**config.mk**
```make
export PLATFORM = sky130hd
export DESIGN_NAME = imem_loader_flat
export DESIGN_NICKNAME = d
export VERILOG_FILES = /design/src/rtl/imem_loader_pkg.sv /design/src/rtl/imem_loader_if.sv /design/src/rtl/imem_loader_le_word_packer.sv /design/src/rtl/imem_loader.sv /design/src/flat_wrapper.sv
export SDC_FILE = /design/constraint.sdc
export NUM_CORES = 1
export LEC_CHECK = 0
export ABC_AREA = 1
export CAP_MARGIN = 10
export CORE_ASPECT_RATIO = 1.4
export CORE_MARGIN = 4
export CORE_UTILIZATION = 41
export CTS_CLUSTER_SIZE = 8
export DETAILED_ROUTE_END_ITERATION = 10
export PLACE_DENSITY = 0.74
export SLEW_MARGIN = 15
export SYNTH_ARGS = -nofsm -noshare
export SYNTH_HDL_FRONTEND = slang
export SYNTH_SLANG_ARGS = --single-unit
```
**constraint.sdc**
```tcl
create_clock -name clk -period 2.5 [get_ports clk]
set_clock_uncertainty 0.05 [all_clocks]
set_input_delay 0.5 -clock clk [delete_from_list [all_inputs] [get_ports clk]]
set_output_delay 0.5 -clock clk [all_outputs]
set_load 0.05 [all_outputs]
```
**src/rtl/imem_loader_pkg.sv**
```systemverilog
// loader_pkg: shared types and constants for the instruction memory loader
package loader_pkg;
  typedef enum logic [2:0] {IDLE, HDR, DATA, WRITE, DONE, ERR} loader_state_t;
  localparam int BYTES_PER_WORD = 4;
endpackage

```
**src/rtl/imem_loader_if.sv**
```systemverilog
// imem_loader_if: byte-stream input and memory word-write port of the loader
interface imem_loader_if #(parameter int ADDR_W = 32);
  logic              in_valid;
  logic [7:0]        in_data;
  logic              in_ready;
  logic              we;
  logic [ADDR_W-1:0] waddr;
  logic [31:0]       wdata;
  modport slave (input in_valid, in_data, output in_ready, we, waddr, wdata);
  modport master (output in_valid, in_data, input in_ready, we, waddr, wdata);
endinterface

```
**src/rtl/imem_loader_le_word_packer.sv**
```systemverilog
// le_word_packer: packs bytes into a little-endian 32-bit word, lowest lane first
module le_word_packer (
  input  logic        clk,
  input  logic        rst_n,
  input  logic        clr,
  input  logic        push,
  input  logic [7:0]  din,
  output logic [31:0] word,
  output logic        last
);
  logic [1:0]  lane;
  logic [31:0] r;
  assign last = push && lane == 2'd3;
  // word includes the byte being pushed so a full word is visible on the 4th push
  always_comb begin
    word = r;
    if (push) word[{lane, 3'b000} +: 8] = din;
  end
  // lane counter and word register
  always_ff @(posedge clk or negedge rst_n)
    if (!rst_n) begin
      lane <= '0;
      r    <= '0;
    end else if (clr) begin
      lane <= '0;
      r    <= '0;
    end else if (push) begin
      lane <= lane + 2'd1;
      r    <= word;
    end
endmodule

```
**src/rtl/imem_loader.sv**
```systemverilog
// imem_loader: loads a framed byte stream into instruction memory as 32-bit words
module imem_loader
  import loader_pkg::*;
#(
  parameter int ADDR_W    = 32,
  parameter int MEM_BYTES = 128
) (
  input  logic         clk,
  input  logic         rst_n,
  input  logic         start,
  input  logic         abort,
  imem_loader_if.slave bus,
  output logic         busy,
  output logic         done,
  output logic         err
);
  localparam int DEPTH = MEM_BYTES / BYTES_PER_WORD;
  localparam int CW    = $clog2(DEPTH + 1);
  loader_state_t state, nxt;
  logic [CW-1:0] n, word_idx;
  logic [31:0]   word;
  logic          xfer, push, last, hdr_ok;
  assign bus.in_ready = (state == HDR || state == DATA) && !abort;
  assign xfer   = bus.in_valid && bus.in_ready;
  assign push   = xfer && state == DATA;
  assign hdr_ok = bus.in_data != 8'd0 && 32'(bus.in_data) <= DEPTH;
  assign busy   = state inside {HDR, DATA, WRITE, DONE};
  le_word_packer u_packer (
    .clk  (clk),
    .rst_n(rst_n),
    .clr  (!(state == DATA || state == WRITE)),
    .push (push),
    .din  (bus.in_data),
    .word (word),
    .last (last)
  );
  // next-state decode; abort and held in_valid gaps fall out of the ternaries
  always_comb begin
    nxt = state;
    case (state)
      IDLE:    nxt = start ? HDR : IDLE;
      HDR:     nxt = abort ? IDLE : xfer ? (hdr_ok ? DATA : ERR) : HDR;
      DATA:    nxt = abort ? IDLE : last ? WRITE : DATA;
      WRITE:   nxt = abort ? IDLE : word_idx == n - 1'b1 ? DONE : DATA;
      default: nxt = IDLE;
    endcase
  end
  // state, counters and registered outputs decoded from the next state
  always_ff @(posedge clk or negedge rst_n)
    if (!rst_n) begin
      state     <= IDLE;
      n         <= '0;
      word_idx  <= '0;
      bus.we    <= 1'b0;
      bus.waddr <= '0;
      bus.wdata <= '0;
      done      <= 1'b0;
      err       <= 1'b0;
    end else begin
      state  <= nxt;
      bus.we <= nxt == WRITE;
      done   <= nxt == DONE;
      if (nxt == WRITE) begin
        bus.waddr <= ADDR_W'({word_idx, 2'b00});
        bus.wdata <= word;
      end
      if (state == HDR && xfer && hdr_ok) begin
        n        <= CW'(bus.in_data);
        word_idx <= '0;
      end
      if (state == WRITE && nxt == DATA) word_idx <= word_idx + 1'b1;
      if (state == IDLE && start) err <= 1'b0;
      else if (nxt == ERR) err <= 1'b1;
    end
endmodule

```
**src/flat_wrapper.sv**
```systemverilog
// flat-port wrapper written by rule: the top's interface ports become plain ports
module imem_loader_flat import loader_pkg::*;
#(
  parameter int ADDR_W    = 32,
  parameter int MEM_BYTES = 128
)
  (clk, rst_n, start, abort, busy, done, err, bus_in_valid, bus_in_data, bus_in_ready, bus_we, bus_waddr, bus_wdata);
  imem_loader_if #(.ADDR_W(ADDR_W)) bus_i ();
  input  logic clk;
  input  logic rst_n;
  input  logic start;
  input  logic abort;
  output logic busy;
  output logic done;
  output logic err;
  input wire logic [$bits(bus_i.in_valid)-1:0] bus_in_valid;
  input wire logic [$bits(bus_i.in_data)-1:0] bus_in_data;
  output wire logic [$bits(bus_i.in_ready)-1:0] bus_in_ready;
  output wire logic [$bits(bus_i.we)-1:0] bus_we;
  output wire logic [$bits(bus_i.waddr)-1:0] bus_waddr;
  output wire logic [$bits(bus_i.wdata)-1:0] bus_wdata;
  assign bus_i.in_valid = bus_in_valid;
  assign bus_i.in_data = bus_in_data;
  assign bus_in_ready = bus_i.in_ready;
  assign bus_we = bus_i.we;
  assign bus_waddr = bus_i.waddr;
  assign bus_wdata = bus_i.wdata;
  imem_loader #(.ADDR_W(ADDR_W), .MEM_BYTES(MEM_BYTES)) u_core (.clk(clk), .rst_n(rst_n), .start(start), .abort(abort), .bus(bus_i), .busy(busy), .done(done), .err(err));
endmodule
```
==> metrics.cfg <==
[global_route]
track_usage_pct = 17.1
grt_remaining_overflow = 0
grt_pass1_vias = 3298
grt_pass1_wl_mm = 15.6
grt_max_degree = 43
antenna_found_initial = 0

[setup_path]
rrSetupSlack_ps = 330
arrival_ps = 2380
crit_type = flip-flop to flip-flop
timing.rr.end = u_core.bus.wdata[18]$_DFFE_PN0P_
worstPathMaxFanout = 10
end_kind = flip-flop
worstReg2RegStart = u_core.u_packer.lane[1]$_DFFE_PN0P_
cp_data_required_time_ps = 2710
r2r_cells = 8
crit_path_start_kind = flip-flop

[synth]
synthTopCellsByArea = dfrtp_1, nand2_1, o21ai_0
seq_area_frac_synth_pct = 51.4
yosysMostFrequentCell = nand2_1
yosys_warnings = 0
syn_inst = 465
avgSynthCellArea_sq_um = 8.59
yosys-top-cells-count = nand2_1, dfrtp_1, o21ai_0, nor2_1, inv_1
synth_edf_count = 0
synth.top_cell.area_share_pct = 51.4
ys_async_sr_fraction_pct = 100
synth_seq_cells = 82
synth_top_flop_cell = dfrtp_1
ys_types = 30
synth_area_sq_um = 3990
synth_top_area_cell = dfrtp_1

[detailed_routing]
drt_first_pass_iters = 4
drc = 0
via_per_inst = 4.80
detail_route.wl_per_cell_um = 13.4
final_antenna_net_count = 0
vias = 3147
drtIter0Drc = 164
wirelength_mm = 8.82

[clocking]
cts_root_buffer = clkbuf_16
holdBufCountCts = 0
clkLatencyLatePin_ps = 340
cts_sinks = 82
clk_pin_slew_ps = 60
cts_buffer_depth = 2
cts.repair.resized = 0
cts_made_buffers = 9
cts_tree = yes
cts_setup_buffers = 0
htree_levels = 3

[placement]
port-buffer-count = 55
hpwl_mm = 6.48
placement.cell_area_sq_um = 4590
globalplace.congestion = 0.848

[power]
power_density_nw_per_um2 = 676
leakage_nw = 2.30
p_int_mw = 2.45
seq_power_share_pct = 42.7
swShare_pct = 26.3
clkPwrFrac_pct = 42.4
switching_power_uw = 875
finalPower_mw = 3.32
comb_power_share_pct = 14.9
peakVddDrop_v = 0.000399

[outcome]
status = finished, final reports clean

[floorplan]
core-area_sq_um = 9510
dieWidth_um = 91.4
rows = 42
initial_utilization_pct = 42.0
ios = 82
die_area_sq_um = 11400
fp.dieH_um = 125

[cells_and_area]
drive_gt1_share_pct = 7.63
antenna_cells = 0
stdcell_area_sq_um = 4910
synthToLayoutAreaGrowth_pct = 23.0
fin_nets = 540

[sta]
fmax_mhz = 462
relSlewSlack_pct = 64.7
finalHoldViolations = 0
drv_slew = 0
fin_crit_sh_pct = 86.6
grt_setup_unrepaired = no
final.min_clock_period_ps = 2170
setup_violations = 0
tightest_slew_ps = 528
hold_ws_ps = 97.2
fin_tns_setup_ps = 0

[min_path]
hold_path_class = input port to async pin

[job]
cap_viol_max_count = 0

-- registers in the layout, summed over array words and instances (netlist names), 2 cells and up --
name	flops
u_core.bus.waddr	6
u_core.bus.wdata	32
u_core.n	6
u_core.state	3
u_core.u_packer.lane	2
u_core.u_packer.r	24
u_core.word_idx	6
-- placed cells by master (no fill, tap or decap), types with 3 or more instances in the layout --
master / netlist / layout
nand2_1: 92 / 92
dfrtp_1: 82 / 82
clkdlybuf4s50_1: 0 / 52
o21ai_0: 47 / 47
nor2_1: 43 / 43
inv_1: 42 / 42
nand3_1: 32 / 32
conb_1: 1 / 26
o21ai_1: 18 / 18
nand4_1: 12 / 12
clkbuf_16: 0 / 9
buf_4: 27 / 8
xor2_1: 7 / 7
ha_1: 7 / 7
o31ai_1: 6 / 6
inv_2: 4 / 4
a21oi_1: 4 / 4
a31oi_1: 4 / 4
nor2_4: 3 / 3
nor3_1: 3 / 3
nor2_2: 3 / 3
o21a_1: 3 / 3
-- power groups by stage --
stage | sequential, mW | combinational (mW) | clock, mW
final | 1.42 | 0.496 | 1.41
after global routing | 1.43 | 0.558 | 1.50
after CTS | 1.42 | 0.501 | 1.44
after detailed placement | 1.44 | 0.499 | 0
after global placement | 1.44 | 0.485 | 0
after floorplan | 1.45 | 0.378 | 0
-- layer usage --
layer / track usage, % / vias to the layer above / part of all wire [%]
li1: - / 1561 / -
met1: 20.7 / 1488 / 42
met2: 28.2 / 80 / 51
met3: 3.50 / 18 / 4.2
met4: 9.06 / 0 / 2.7
met5: 0 / - / 0
-- worst max-delay path: stages (launching register included) --
cell and delay (ps):
dfrtp_1 400, inv_1 100, ha_1 390, inv_1 120, nor2_4 160, clkinv_1 250, o31ai_1 280, o21ai_0 190
o21ai_1 150
-- cell type report --
| class | count | area [sq um] |
|---|---|---|
| well taps | 132 | 165 |
| inverters | 47 | 176 |
| flip-flops and latches | 82 | 2050 |
| clock buffers | 13 | 260 |
| clock inverters | 2 | 60.1 |
| fillers | 896 | 4600 |
| repair buffers | 62 | 621 |
| multi-input cells | 318 | 1580 |
-- through the flow --
step,setup WS (ps),util (%),std cells
after floorplan,650,-,490
after global placement,137,48.3,641
after detailed placement,85.7,48.3,641
after CTS,355,51.6,656
after global routing,107,51.6,656
final,334,51.6,656
-- kinds of logic (layout without fill, tap and decap cells) --
| group | count (synthesis) | after routing | synth area share, % |
|---|---|---|---|
| AND/OR/NAND/NOR | 195 | 195 | 22.1 |
| buffers and inverters | 90 | 124 | 11.5 |
| AO/OA/AOI/OAI | 82 | 82 | 11.0 |
| flip-flops | 82 | 82 | 51.4 |
| XOR/XNOR | 8 | 8 | 1.76 |
| adder cells (fa/ha/maj) | 7 | 7 | 2.19 |
| other | 1 | 26 | 0.0939 |
-- how the worst max path moves through the flow --
stage,start,end,cells past startpoint
5_1_grt,u_core.u_packer.lane[1]$_DFFE_PN0P_,u_core.bus.wdata[20]$_DFFE_PN0P_,8
6_report,u_core.u_packer.lane[1]$_DFFE_PN0P_,u_core.bus.wdata[18]$_DFFE_PN0P_,8
4_1_cts,u_core.u_packer.lane[1]$_DFFE_PN0P_,u_core.bus.wdata[19]$_DFFE_PN0P_,8
3_5_place_dp,bus_in_data[1],u_core.word_idx[1]$_DFFE_PN0P_,9
3_3_place_gp,bus_in_data[1],u_core.word_idx[5]$_DFFE_PN0P_,9
2_1_floorplan,u_core.u_packer.lane[0]$_DFFE_PN0P_,u_core.bus.wdata[20]$_DFFE_PN0P_,8
(Power assumes the default switching activity.)
==> RTL change 1: new RTL, config.mk and constraints unchanged <==
`MEM_BYTES` is set to 128 in 2 places; all go to 256.
--- a/src/rtl/imem_loader.sv
+++ b/src/rtl/imem_loader.sv
@@ -5,3 +5,3 @@
   parameter int ADDR_W    = 32,
-  parameter int MEM_BYTES = 128
+  parameter int MEM_BYTES = 256
 ) (
--- a/src/flat_wrapper.sv
+++ b/src/flat_wrapper.sv
@@ -4,3 +4,3 @@
   parameter int ADDR_W    = 32,
-  parameter int MEM_BYTES = 128
+  parameter int MEM_BYTES = 256
 )
Formal check against the unedited RTL: not equivalent (a bounded check fails within 4 cycles, from zero or initial values and one cycle with rst_n low).
==> RTL change 1 against the unedited design <==
  * Area after synthesis increased by 9.6%
  * Combinational power increased by 26%
  * Setup slack got worse by 18 ps
  * Die area increased by 8.8%
  * Routed wire length increased by 11%
  * Non-clock buffer count increased by 5
  * Sequential cell count increased by 3
  * Core utilization decreased by 0.91 points
  * Total power increased by 2.0%
  * Synthesized cell count increased by 16%
  * Design area increased by 7.5%
  * Critical path type unchanged
  * Highest routed layer unchanged
==> RTL change 1: results (changes against the unedited design) <==
.. list-table::
   :header-rows: 1

   * - Metric
     - Value
   * - Result of the run
     - finished clean
   * - Pwr Total
     - 3.386 mW (+2.0%)
   * - Inverters, non-clock
     - 65 (+38%)
   * - Cell at the slowest stage of the critical path
     - nor3_2
   * - Worst path max stage delay
     - 450 ps (+50 ps)
   * - Dpl ws
     - 187.3 ps (+101.5 ps)
   * - Instance count of the mapped netlist
     - 540 (+16%)
   * - Total of buffers placed on input and output ports
     - 56 (+1.8%)
   * - Category of cells accounting for the largest share of critical-path delay
     - simple AND/OR/NAND/NOR gates
   * - RD Place Congestion
     - 0.8615 (+1.6%)
   * - Buffers, non-clock
     - 67 (+8.1%)
   * - Final net count
     - 615 (+14%)
   * - Library cells used by synthesis
     - 34 (+13%)
   * - Share of total power consumed by net switching
     - 31.46% (+5.1 points)
   * - Met1 Routed Length
     - 4143 um (+11%)
   * - Clock buf count
     - 10 (-3)
   * - Met3 track utilization from global routing
     - 3.518% (+0.013 points)
   * - Yosys reg bits
     - 85 (+3.7%)
   * - Worst vdd rail ir drop
     - 0.0003737 V (-6.3%)
   * - Arrival time worst endpoint
     - 2400 ps (+20 ps)
   * - Combined global-route utilization of all metal layers
     - 17.04% (-0.025 points)
   * - Global-route wire length before repair
     - 16510 um (+5.8%)
   * - Met1 track demand over resource
     - 21.51% (+0.80 points)
   * - Number of global-route vias before repair
     - 3431 (+4.0%)
   * - Relative contribution of the clock network to total power
     - 36.5% (-5.9 points)
   * - Met2 track utilization from global routing
     - 27.84% (-0.36 points)
   * - Fraction of the mapped netlist area in adder cells
     - 2.002% (-0.19 points)
   * - Final clock-cell share
     - 5.263% (-1.3 points)
   * - Worst slew pin tran
     - 551.4 ps (+23.10 ps)
   * - Share of layout cells above drive strength 1
     - 9.167% (+1.5 points)
   * - Maximum number of pins on one net before global-route repair
     - 42 (-2.3%)
==> RTL change 1: path summary, 6_finish.rpt <==
kind	slack, ps	depth (start not counted)	from	endpoint
worst max-delay path	320	8	u_core.u_packer.lane[0]	u_core.bus.wdata[7]
worst min-delay path	100	1	rst_n	u_core.bus.waddr[6]
worst max register to register	320	8	u_core.u_packer.lane[0]	u_core.bus.wdata[7]
worst min register to register	440	2	u_core.bus.wdata[5]	u_core.bus.wdata[5]
max in group asynchronous	1710	2	rst_n	u_core.bus.wdata[12]
min in group clk	440	2	u_core.bus.wdata[5]	u_core.bus.wdata[5]
==> RTL change 1: cells by family (layout without fill, tap and decap cells) <==
group / after synthesis / after routing
simple gates: 271 / 271
buf+inv: 112 / 148
flops: 85 / 85
compound gates: 57 / 57
fa+ha+maj: 7 / 7
xor+xnor: 7 / 7
other cells: 1 / 25
==> RTL change 2: new RTL, same settings <==
Without the edit above. Put one more register stage on the output `err`, with the module's reset. The value now appears one clock later. The other outputs are not delayed to match.
--- a/src/rtl/imem_loader.sv
+++ b/src/rtl/imem_loader.sv
@@ -18,2 +18,4 @@
   localparam int CW    = $clog2(DEPTH + 1);
+
+  logic err_s0;
   loader_state_t state, nxt;
@@ -57,3 +59,3 @@
       done      <= 1'b0;
-      err       <= 1'b0;
+      err_s0    <= 1'b0;
     end else begin
@@ -71,5 +73,13 @@
       if (state == WRITE && nxt == DATA) word_idx <= word_idx + 1'b1;
-      if (state == IDLE && start) err <= 1'b0;
-      else if (nxt == ERR) err <= 1'b1;
+      if (state == IDLE && start) err_s0 <= 1'b0;
+      else if (nxt == ERR) err_s0 <= 1'b1;
     end
+  always_ff @(posedge clk or negedge rst_n) begin
+    if (!rst_n) begin
+      err <= '0;
+    end else begin
+      err <= err_s0;
+    end
+  end
+
 endmodule
Function: changed (Yosys sat finds a counterexample within 4 cycles, from zero or initial values and one cycle with rst_n low).
==> RTL change 2 against the unedited design <==
  * Area after synthesis rose by 0.63%
  * Setup slack improved by 45 ps
  * Design area fell by 0.36%
  * Total power fell by 2.1%
  * Combinational power fell by 1%
  * Routed wire length rose by 3.9%
  * Via count rose by 1.7%
  * Sequential cell count rose by 1
  * Synthesized cell count rose by 0.22%
  * Die area rose by 0.58%
  * Maximum frequency rose by 2.1%
  * Largest cell class unchanged
==> RTL change 2: results (changes against the unedited design) <==
.. list-table::
   :header-rows: 1

   * - Metric
     - Value
   * - Result of the run
     - finished clean
   * - Static leakage
     - 2.288 nW (-0.56%)
   * - Reg clk slew, reported paths
     - 60 ps (about the same)
   * - Share of layout cells above drive strength 1
     - 7.075% (-0.56 points)
   * - Post-CTS Setup Repair Bufs
     - 0 (unchanged)
   * - Number of cells upsized or downsized after cts
     - 0 (unchanged)
   * - Diodes inserted
     - 0 (unchanged)
   * - Final count of hold timing violations
     - 0 (unchanged)
   * - Min-Delay Path Class
     - in2async
   * - Commonest cells post-synth
     - nand2_1 (92), dfrtp_1 (83), o21ai_0 (47)
   * - Global-route wire length before repair
     - 15610 um (unchanged)
   * - Worst Hold Slack
     - 157.4 ps (+60.22 ps)
   * - Worst slew pin tran
     - 730.3 ps (+201.9 ps)
   * - Met3 track utilization from global routing
     - 4.808% (+1.3 points)
   * - Avg Vias per Cell
     - 4.884 (+1.8%)
   * - Largest cells by area after synthesis
     - dfrtp_1 (52%), nand2_1 (8.6%), o21ai_0 (5.9%), buf_4 (5.0%), nor2_1 (4.0%)
   * - Worst reg-to-reg path cell count
     - 8 (unchanged)
   * - Worst path max stage delay
     - 400 ps (about the same)
   * - Combined global-route utilization of all metal layers
     - 17.04% (-0.029 points)
   * - Terminus of the critical flop-to-flop path
     - u_core.bus.wdata[19]
   * - Final net count
     - 538 (-0.37%)
   * - Detailed placer's ending HPWL
     - 6435 um (-0.70%)
   * - Met2 track utilization from global routing
     - 27.29% (-0.90 points)
   * - Library cells used by synthesis
     - 30 (unchanged)
   * - Part of the Yosys area used for sequential elements
     - 51.70% (+0.30 points)
   * - Number of global-route vias before repair
     - 3187 (-3.4%)
   * - Category of cells accounting for the largest share of critical-path delay
     - compound AO/OA/AOI/OAI gates
   * - RD Place Congestion
     - 0.8399 (-0.93%)
   * - Total of buffers placed on input and output ports
     - 55 (unchanged)
   * - Met1 track demand over resource
     - 21.69% (+0.98 points)
   * - Share of total power consumed by net switching
     - 27.90% (+1.6 points)
   * - Initial drt markers
     - 222 (+35%)
   * - Pre-Repair DR Iteration Count
     - 4 (unchanged)
   * - Detail-routed net length per standard cell
     - 13.99 um (+4.1%)
   * - Clock Tree Buf Depth
     - 2 (unchanged)
   * - Worst vdd rail ir drop
     - 0.0004086 V (+2.4%)
   * - Arrival time worst endpoint
     - 2330 ps (-50 ps)
   * - Reg2reg setup slack
     - 380 ps (+50 ps)
   * - Maximum number of pins on one net before global-route repair
     - 84 (+95%)
   * - Number of antenna violations at the first check in global routing
     - 0 (unchanged)
   * - Cell at the root of the clock tree
     - clkbuf_16
==> RTL change 2: cell types whose count changed after synthesis, sizes merged <==
cell / before / now
dfrtp: 82 / 83
==> RTL change 2: final cells by class <==
type	instances	area, um2
clock buffers	13	250.2
fillers	896	4618
clock inverters	3	46.29
well taps	132	165.2
inverters	47	176.4
multi-input cells	318	1577
repair buffers	59	601.8
flip-flops and latches	83	2077
==> RTL change 2: cells by family after synthesis <==
group / after synthesis / synth area share [%]
XOR/XNOR: 8 / 1.744
adder cells (fa/ha/maj): 7 / 2.180
flip-flops: 83 / 51.70
other: 1 / 0.09334
buffers and inverters: 90 / 11.40
AND/OR/NAND/NOR: 195 / 21.99
AO/OA/AOI/OAI: 82 / 10.90
==> RTL change 2: power groups by stage <==
stage	clock, mW	combinational (mW)	sequential [mW]
after CTS	1.35	0.495	1.44
after global placement	0	0.481	1.46
after detailed placement	0	0.490	1.46
after floorplan	0	0.378	1.47
after global routing	1.41	0.556	1.45
final	1.32	0.491	1.44
==> RTL change 2: per-layer routing <==
metal	routed length, um	part of all wire, %
met1	3850	42
met2	4561	50
met3	568	6.2
met4	180	2.0
met5	0	0
==> RTL change 2: metrics by stage <==
| stage | instances | instance area [um2] | utilization, % | setup WS [ps] |
|---|---|---|---|---|
| 2_1_floorplan | 491 | 4111 | - | 650.1 |
| 3_3_place_gp | 639 | 4593 | 48.29 | 108.1 |
| 3_5_place_dp | 639 | 4593 | 48.29 | 88.81 |
| 4_1_cts | 655 | 4890 | 51.41 | 386.7 |
| 5_1_grt | 655 | 4893 | 51.45 | 181.0 |
| 6_report | 655 | 4893 | 51.45 | 379.5 |
==> RTL change 2: worst max-delay path by stage <==
stage,cells after the start,from,to
2_1_floorplan,8,u_core.u_packer.lane[0],u_core.bus.wdata[20]
3_3_place_gp,9,bus_in_data[1],u_core.word_idx[1]
3_5_place_dp,9,bus_in_data[1],u_core.word_idx[3]
4_1_cts,1,u_core.bus.wdata[11],bus_wdata[11]
5_1_grt,8,u_core.u_packer.lane[1],u_core.u_packer.r[21]
6_report,8,u_core.u_packer.lane[1],u_core.bus.wdata[19]
==> RTL change 2: worst register-to-register path, stage by stage, from the launching register on <==
cell and delay, ps:
dfrtp_1 400, inv_1 100, ha_1 380, inv_1 110
nor2_4 140, clkinv_1 270, o31ai_1 270, o21ai_0 170
o21ai_1 160
